### config.mk
export PLATFORM = sky130hd
export DESIGN_NAME = stream_comp_scheduler
export DESIGN_NICKNAME = d
export VERILOG_FILES = /design/src/rtl/stream_comp_pkg.sv /design/src/rtl/sched_wait_counter.sv /design/src/rtl/stream_comp_scheduler.sv
export SDC_FILE = /design/constraint.sdc
export NUM_CORES = 1
export LEC_CHECK = 0
export ABC_AREA = 1
export CORE_AREA = 2 2 98 72
export DETAILED_ROUTE_END_ITERATION = 16
export DIE_AREA = 0 0 100 74
export GPL_TIMING_DRIVEN = 0
export PLACE_DENSITY = 0.82
export SYNTH_ARGS = -nofsm -noshare
export SYNTH_HDL_FRONTEND = slang
export SYNTH_SLANG_ARGS = --single-unit
### constraint.sdc
create_clock -name clk -period 2.2 [get_ports clk]
set_clock_uncertainty 0.2 [all_clocks]
set_input_delay 0.22 -clock clk [delete_from_list [all_inputs] [get_ports clk]]
set_output_delay 0.22 -clock clk [all_outputs]
set_load 0.02 [all_outputs]
### src/rtl/stream_comp_pkg.sv
// Shared encodings for the stream_comp actor: the mode driven to the actor
// and the scheduler state encoding, plus the mode-rotation helper.
package stream_comp_pkg;

    typedef enum logic [1:0] {
        MODE_ONE   = 2'b00,
        MODE_TWO   = 2'b01,
        MODE_THREE = 2'b10
    } mode_t;

    typedef enum logic [2:0] {
        S_IDLE,
        S_SET_MODE,
        S_CHECK,
        S_INVOKE,
        S_WAIT_FC,
        S_DONE,
        S_ERROR
    } state_t;

    function automatic mode_t mode_after(input mode_t m);
        case (m)
            MODE_ONE: return MODE_TWO;
            MODE_TWO: return MODE_THREE;
            default:  return MODE_ONE;
        endcase
    endfunction

endpackage

### src/rtl/sched_wait_counter.sv
// Saturating wait counter shared by the stall and FC-timeout checks;
// clears whenever the scheduler is not actively waiting.
module sched_wait_counter #(
    parameter int unsigned cw = 7
) (
    input  logic          clk,
    input  logic          rst,
    input  logic          inc,
    output logic [cw-1:0] count
);

    always_ff @(posedge clk or negedge rst) begin
        if (!rst) begin
            count <= '0;
        end else if (!inc) begin
            count <= '0;
        end else if (count != '1) begin
            count <= count + 1'b1;
        end
    end

endmodule

### src/rtl/stream_comp_scheduler.sv
// Drives the actor through MODE_ONE->TWO->THREE for num_iter rounds, issuing
// one invoke per mode and waiting for FC, with stall and FC-timeout guards.
module stream_comp_scheduler
    import stream_comp_pkg::*;
#(
    parameter int unsigned width       = 20,
    parameter int unsigned stall_limit = 16,
    parameter int unsigned fc_limit    = 64
) (
    input  logic             clk,
    input  logic             rst,
    input  logic             start,
    input  logic [7:0]       num_iter,
    input  logic             enable,
    input  logic             FC,
    output logic [1:0]       next_mode,
    output logic             invoke,
    output logic             busy,
    output logic             done,
    output logic             stall,
    output logic             timeout,
    output logic [width-1:0] fire_count
);

    localparam int unsigned max_limit = (stall_limit > fc_limit) ? stall_limit : fc_limit;
    localparam int unsigned cw        = $clog2(max_limit + 1);

    state_t        state, next_state;
    mode_t         mode_q;
    logic [7:0]    iter_cnt, num_iter_q;
    logic [cw-1:0] wait_cnt, cnt_limit;
    logic          cnt_inc, cnt_last, last_round;

    // The single counter runs only while waiting in CHECK or WAIT_FC, so every
    // other state clears it for the next wait.
    assign cnt_inc    = ((state == S_CHECK) && !enable) || ((state == S_WAIT_FC) && !FC);
    assign cnt_limit  = (state == S_CHECK) ? cw'(stall_limit) : cw'(fc_limit);
    assign cnt_last   = cnt_inc && (wait_cnt == cnt_limit - 1'b1);
    assign last_round = (iter_cnt + 8'd1) == num_iter_q;
    assign next_mode  = mode_q;

    sched_wait_counter #(.cw(cw)) u_wait_counter (
        .clk   (clk),
        .rst   (rst),
        .inc   (cnt_inc),
        .count (wait_cnt)
    );

    always_ff @(posedge clk or negedge rst) begin
        if (!rst) state <= S_IDLE;
        else      state <= next_state;
    end

    always_comb begin
        next_state = state;
        case (state)
            S_IDLE:     if (start) next_state = (num_iter == 8'd0) ? S_DONE : S_SET_MODE;
            S_SET_MODE: next_state = S_CHECK;
            S_CHECK: begin
                if (enable)        next_state = S_INVOKE;
                else if (cnt_last) next_state = S_ERROR;
            end
            S_INVOKE:   next_state = S_WAIT_FC;
            S_WAIT_FC: begin
                if (FC)            next_state = ((mode_q == MODE_THREE) && last_round) ? S_DONE : S_SET_MODE;
                else if (cnt_last) next_state = S_ERROR;
            end
            S_DONE:     next_state = S_IDLE;
            S_ERROR:    if (start) next_state = S_IDLE;
            default:    next_state = S_IDLE;
        endcase
    end

    // Outputs are registered from next_state so they line up with the state
    // they describe instead of trailing it by a cycle.
    always_ff @(posedge clk or negedge rst) begin
        if (!rst) begin
            mode_q     <= MODE_ONE;
            invoke     <= 1'b0;
            busy       <= 1'b0;
            done       <= 1'b0;
            stall      <= 1'b0;
            timeout    <= 1'b0;
            fire_count <= '0;
            iter_cnt   <= '0;
            num_iter_q <= '0;
        end else begin
            invoke <= (next_state == S_INVOKE);
            busy   <= (next_state != S_IDLE);
            done   <= (next_state == S_DONE);
            case (state)
                S_IDLE: begin
                    if (start) begin
                        fire_count <= '0;
                        stall      <= 1'b0;
                        timeout    <= 1'b0;
                        iter_cnt   <= '0;
                        num_iter_q <= num_iter;
                        if (num_iter != 8'd0) mode_q <= MODE_ONE;
                    end
                end
                S_CHECK: begin
                    if (enable)        fire_count <= fire_count + 1'b1;
                    else if (cnt_last) stall <= 1'b1;
                end
                S_WAIT_FC: begin
                    if (FC) begin
                        if (mode_q == MODE_THREE) begin
                            iter_cnt <= iter_cnt + 8'd1;
                            if (!last_round) mode_q <= MODE_ONE;
                        end else begin
                            mode_q <= mode_after(mode_q);
                        end
                    end else if (cnt_last) begin
                        timeout <= 1'b1;
                    end
                end
                S_ERROR: begin
                    if (start) begin
                        stall   <= 1'b0;
                        timeout <= 1'b0;
                    end
                end
                default: ;
            endcase
        end
    end

endmodule
# After elaboration in Yosys (flattened, before gate mapping)
# Cells that the tools add are included.
# W data, S select, Z words.
dict set report word_totals {
  ff_bits 53
  latchBits 0
  ram_bits 0
  rom_bits 0
  input_bits 13
  out_inout_bits 27
  wordCells 93
  mem_count 0
}
dict set report op_classes {
  addsub 4
  n_mul 0
  div 0
  order_cmp 0
  eq_ne 24
  shift 0
  muxes 31
  bitwise_logic 0
  reduce_logical 23
}
# cell n
set ops {}
lappend ops {{$mux W20} 2}
lappend ops {{$pmux W20 S2} 1}
lappend ops {{$mux W8} 3}
lappend ops {{$mux W3} 7}
lappend ops {{$mux W7} 3}
lappend ops {{$add A20 B1 Y20 const B} 1}
lappend ops {{$pmux W3 S6} 1}
lappend ops {{$ne A2 B2 Y1 const B} 8}
lappend ops {{$pmux W8 S2} 1}
lappend ops {{$reduce_and A4 Y1} 3}
lappend ops {{$mux W2} 5}
lappend ops {{$eq A3 B2 Y1 const B} 3}
lappend ops {{$eq A3 B3 Y1 const B} 3}
lappend ops {{$add A8 B1 Y8 const B} 1}
lappend ops {{$eq A8 B8 Y1} 1}
lappend ops {{$logic_not A8 Y1} 1}
lappend ops {{$pmux W2 S2} 2}
lappend ops {{$reduce_bool A2 Y1} 4}
lappend ops {{$reduce_bool A8 Y1} 1}
lappend ops {{$add A7 B1 Y7 const B} 1}
lappend ops {{$eq A7 B7 Y1} 1}
lappend ops {{$ne A7 B7 Y1 const B} 1}
lappend ops {{$sub A7 B1 Y7 const B} 1}
lappend ops {{$ne A2 B1 Y1 const B} 3}
lappend ops {{other kinds (16)} 24}

# Logic depth before layout (Yosys ltp)
dict set report depth {
  word_depth 9
  depth_mapped 13
  depth_no_buf 13
}

# Hierarchy
# Synthesis repeated with hierarchy kept, for this count alone.
dict set report unflattened {
  cells_unflattened 430
  area_unflattened_um2 3130.5
}
# module instances cells_per_inst area_per_inst_um2 seq_area_each_um2
set modules_own_cells {}
lappend modules_own_cells {stream_comp_scheduler 1 381 2753.9 1151.1}
lappend modules_own_cells {sched_wait_counter 1 49 376.6 175.2}

# Least setup slack after synthesis
# Ideal clock, no wire load.
dict set report synth_timing {
  path_kind {register to register}
  from {register fire_count[0]}
  to {register fire_count[12]}
  setup_time_ps 122
  arrival_ps 1531
  required_time_ps 1878
  slack_ps 347
  stages_incl_launch_ff 9
  n_path_buf 0
  synth_period_minus_slack_ps 1853
  path_cell_list {dfrtp_1 > ha_1 > nand2_1 > nor3_2 > nand2_4 > nor2_4 > nand2_4 > nor3_2 > nor3_2}
}
dict set report synth_via {
  elab_chain_len 3
}
# element line_no
set synth_rtl {}
lappend synth_rtl {{from (decl)} stream_comp_scheduler.sv:22} ;# output logic [width-1:0] fire_count
lappend synth_rtl {{from (signal assigned)} stream_comp_scheduler.sv:103} ;# if (enable) fire_count <= fire_count + 1'b1;
lappend synth_rtl {{$add A20 B1 Y20} stream_comp_scheduler.sv:103}
lappend synth_rtl {{$mux W20} stream_comp_scheduler.sv:103}
lappend synth_rtl {{$pmux W20 S2} stream_comp_scheduler.sv:91} ;# case (state)
# Every way passes these cells. The select of a mux whose other input is x is not followed.
# A chain may end at the register's enable or synchronous reset.

# Worst setup path after layout
dict set report layout_timing {
  from {register iter_cnt[1]}
  to {register mode_q[1] (netlist: next_mode[1])}
}
dict set report layout_via {
  elab_chain_len 4
}
# element line_no
set layout_rtl {}
lappend layout_rtl {{from (decl)} stream_comp_scheduler.sv:30} ;# logic [7:0] iter_cnt, num_iter_q;
lappend layout_rtl {{from (signal assigned)} stream_comp_scheduler.sv:109} ;# iter_cnt <= iter_cnt + 8'd1;
lappend layout_rtl {{$add A8 B1 Y8} stream_comp_scheduler.sv:39} ;# assign last_round = (iter_cnt + 8'd1) == num_iter_q;
lappend layout_rtl {{$eq A8 B8 Y1} stream_comp_scheduler.sv:39}
lappend layout_rtl {{$ne A3 B3 Y1 (no line)} --}
lappend layout_rtl {{$reduce_and A5 Y1 (no line)} --}
lappend layout_rtl {{to (signal assigned)} stream_comp_scheduler.sv:112} ;# mode_q <= mode_after(mode_q);
lappend layout_rtl {{to (decl)} stream_comp_scheduler.sv:29} ;# mode_t mode_q;
# Every way passes these cells.

==> flow_summary.ini <==
[worst_setup_path]
cp.required_ps = 2250
reg2reg_depth = 10
critical_path.max_fanout = 5
end_kind = flip-flop
criticalPathCategory = flip-flop to flip-flop
critPathArrivalTime_ps = 2080
cp-start-kind = flip-flop
rrSetupSlack_ps = 170
r2r-start = iter_cnt[1]
r2r-end = next_mode[1]
worstPathCellList = ha_1 > xnor2_1 > nand2_1 > nor2_1 > nand3_1 > nor2_2 > nand3_1 > nand2_1 > nand2_1 > nand2_1
crit_path_top_delay_cell = dfrtp_1
slowest_delay_ps = 430
crit_buf_inv = 0
crit_family = simple AND/OR/NAND/NOR gates
cpMostUsedCell = nand2_1

[synthesis]
synth_area_leader_cell = dfrtp_1
synthCells = 406
synth_seq_cells = 53
synthDistinctLibCells = 38
synth_area_leaders = dfrtp_1 42%, nand2_1 11%, inv_1 7.8%
syn-cell-area_um2 = 3125
synth_fp_nets = 422
syn_avg_cell_area_um2 = 7.698
yosys_warnings = 0
synth_top_area_frac = 0.4243
synth-seq-area-share = 0.4243

[floorplanning]
row_count = 25
ioPinCount = 40
die_x_um = 100
design.die.area_um2 = 7400
core_area_um2 = 6506
start_util = 0.4804
dieHeight_um = 74

[timing]
hold_slack_ps = 134.6
relSlewSlack = 0.6901
rsz0062_at_grt = false
fin_ws_ps = 169.0
report.final.slew_viol_count = 0
period_needed_ps = 2031
fmax_ghz = 0.4924
hold_violations = 0
fin_crit_sh = 0.9232
finalSetupViolCount = 0
tightest_slew_ps = 461.4

[pwr]
p_leak_uw = 0.001729
ir_worst_vdd_mv = 0.5604
power.density_nw_per_um2 = 861.5

[route]
wl_met3_um = 432
drt-met1-wl_um = 3481
post_drt_wl_per_cell_um = 13.31
ant_nets = 0
vias = 2893
routed.top_layer = met4
wl_um = 7136
drc = 0
routed-wl-met2_um = 3172
dr.first_iter.drc_count = 161
viasPerCell = 5.397
firstDrtPassIters = 5

[global_route]
grt_pass1_vias = 2697
antenna_found_initial = 0
globalRouteOverflowTotal = 0
grt_max_degree = 41
track_usage = 0.2062
grt_pass1_wl_um = 12170

[worst_hold_path]
min_path_type = input port to asynchronous set/reset pin

[status]
status = finished clean

[placed_design]
hpwl_um = 5468
portBuffers = 39
dpl_worst_slack_ps = 164.0
gp_congestion = 0.9111

[clock_tree]
clk_latency_ps = 320
root_buffer = clkbuf_8
clk_pin_slew_ps = 90
h-tree-depth = 2
cts_buffer_depth = 2
cts.sinks = 53
cts_setup_buffers = 0
cts_tree = yes
numCtsBuffers = 5

[cells_and_area]
final_common_cell = nand2_1
drive_gt1_frac = 0.1033
final_nets = 470
fillCellCount = 607
area_delta_synth_final_pct = 19.82
final_cell_mix = 90 x nand2_1, 65 x inv_1, 53 x dfrtp_1
multi_input_area_um2 = 1515
regArea_um2 = 1326
antennaDiodeCount = 0

[run]
maxCapViolCount = 0
-- synth_stat cells --
| library cell | instances |
|---|---|
| inv_2 | 4 |
| ha_1 | 3 |
| nand2_4 | 7 |
| nand4_1 | 13 |
| o21bai_1 | 2 |
| nor2_4 | 3 |
| a211oi_1 | 4 |
| o21ai_1 | 5 |
| nand4_2 | 1 |
| inv_1 | 65 |
| or2_2 | 1 |
| nand3_1 | 38 |
| or2_1 | 1 |
| a41oi_1 | 1 |
| nand3b_1 | 3 |
| nor2_1 | 18 |
| nor3_1 | 20 |
| nor3_2 | 3 |
| xor2_1 | 5 |
| a31oi_1 | 1 |
| a21oi_1 | 12 |
| nor2_2 | 4 |
| o21ai_2 | 2 |
| o31ai_1 | 2 |
| clkbuf_1 | 1 |
| clkinv_4 | 1 |
| dfrtp_1 | 53 |
| xnor2_1 | 1 |
| nor4_1 | 1 |
| nor2_8 | 1 |
| nand2_1 | 90 |
| buf_12 | 1 |
| o22ai_1 | 4 |
| a21oi_4 | 1 |
| o21ai_0 | 27 |
| a21oi_2 | 2 |
| nand2_2 | 2 |
| buf_2 | 3 |
-- power by group --
part	total (µW)	switching (µW)	leakage [µW]	internal [µW]
combinational	1370	869	0.000971	501
sequential	1310	162	0.000718	1150
clock	547	320	0.0000395	227
-- cell type report --
class                   instances  share of cell area
plain buffers                   5             0.01036
clock buffers                   8             0.02138
inverters                      70             0.07150
multi-input cells             278              0.4046
flip-flops and latches         53              0.3542
well taps                      81             0.02706
repair buffers                 41              0.1109
-- metrics by stage --
stage | std cells | instance area (µm²) | TNS [ps] | power (µW) | util
after global routing | 536 | 3745 | 0 | 3467 | 0.5756
after detailed placement | 527 | 3632 | 0 | 2670 | 0.5583
after CTS | 536 | 3722 | 0 | 3221 | 0.5721
after floorplan | 406 | 3126 | 0 | 2259 | -
after global placement | 526 | 3617 | -47440 | 2631 | 0.5560
final | 536 | 3745 | 0 | 3226 | 0.5756
-- worst max path at each step --
| stage | end | slack [ps] | cells past startpoint | from |
|---|---|---|---|---|
| finish | next_mode[1] | 170 | 10 | iter_cnt[1] |
| global route | next_mode[0] | 30 | 10 | iter_cnt[1] |
| CTS | stall | 140 | 8 | state[0] |
| detailed placement | stall | 160 | 8 | state[0] |
| global placement | fire_count[18] | -900 | 1 | rst |
| floorplan | fire_count[12] | 350 | 8 | fire_count[0] |
-- flip-flops by register name, indices dropped and copies added (netlist names), 2 cells and up --
register and count:
fire_count 20, iter_cnt 8, num_iter_q 8, u_wait_counter.count 7, state 3, next_mode 2
-- worst register-to-register path, delay by kind of cell (launching register included) --
family                     cells  cell delay (ps)
DFF                            1              430
adders and majority gates      1              330
xor gates and xnor gates       1              180
and+or+nand+nor                8              840
-- cells by family after synthesis --
| group | count (synthesis) | share of synthesized area |
|---|---|---|
| buf+inv | 75 | 0.09807 |
| compound gates | 63 | 0.1189 |
| fa+ha+maj | 3 | 0.01201 |
| simple gates | 206 | 0.3299 |
| flops | 53 | 0.4243 |
| xor+xnor | 6 | 0.01681 |
-- timing repair --
action                                  CTS  global route
hold buffers                              1             0
endpoints found under the setup margin    0             8
resized for setup                         0             5
endpoints found under the hold margin    53             0
-- metal layers --
metal	up-vias	global-route usage
li1	1426	-
met1	1372	0.2944
met2	89	0.3318
met3	6	0.04699
met4	0	0.03501
met5	-	0
Note: power is estimated with default switching activity, not from simulation.
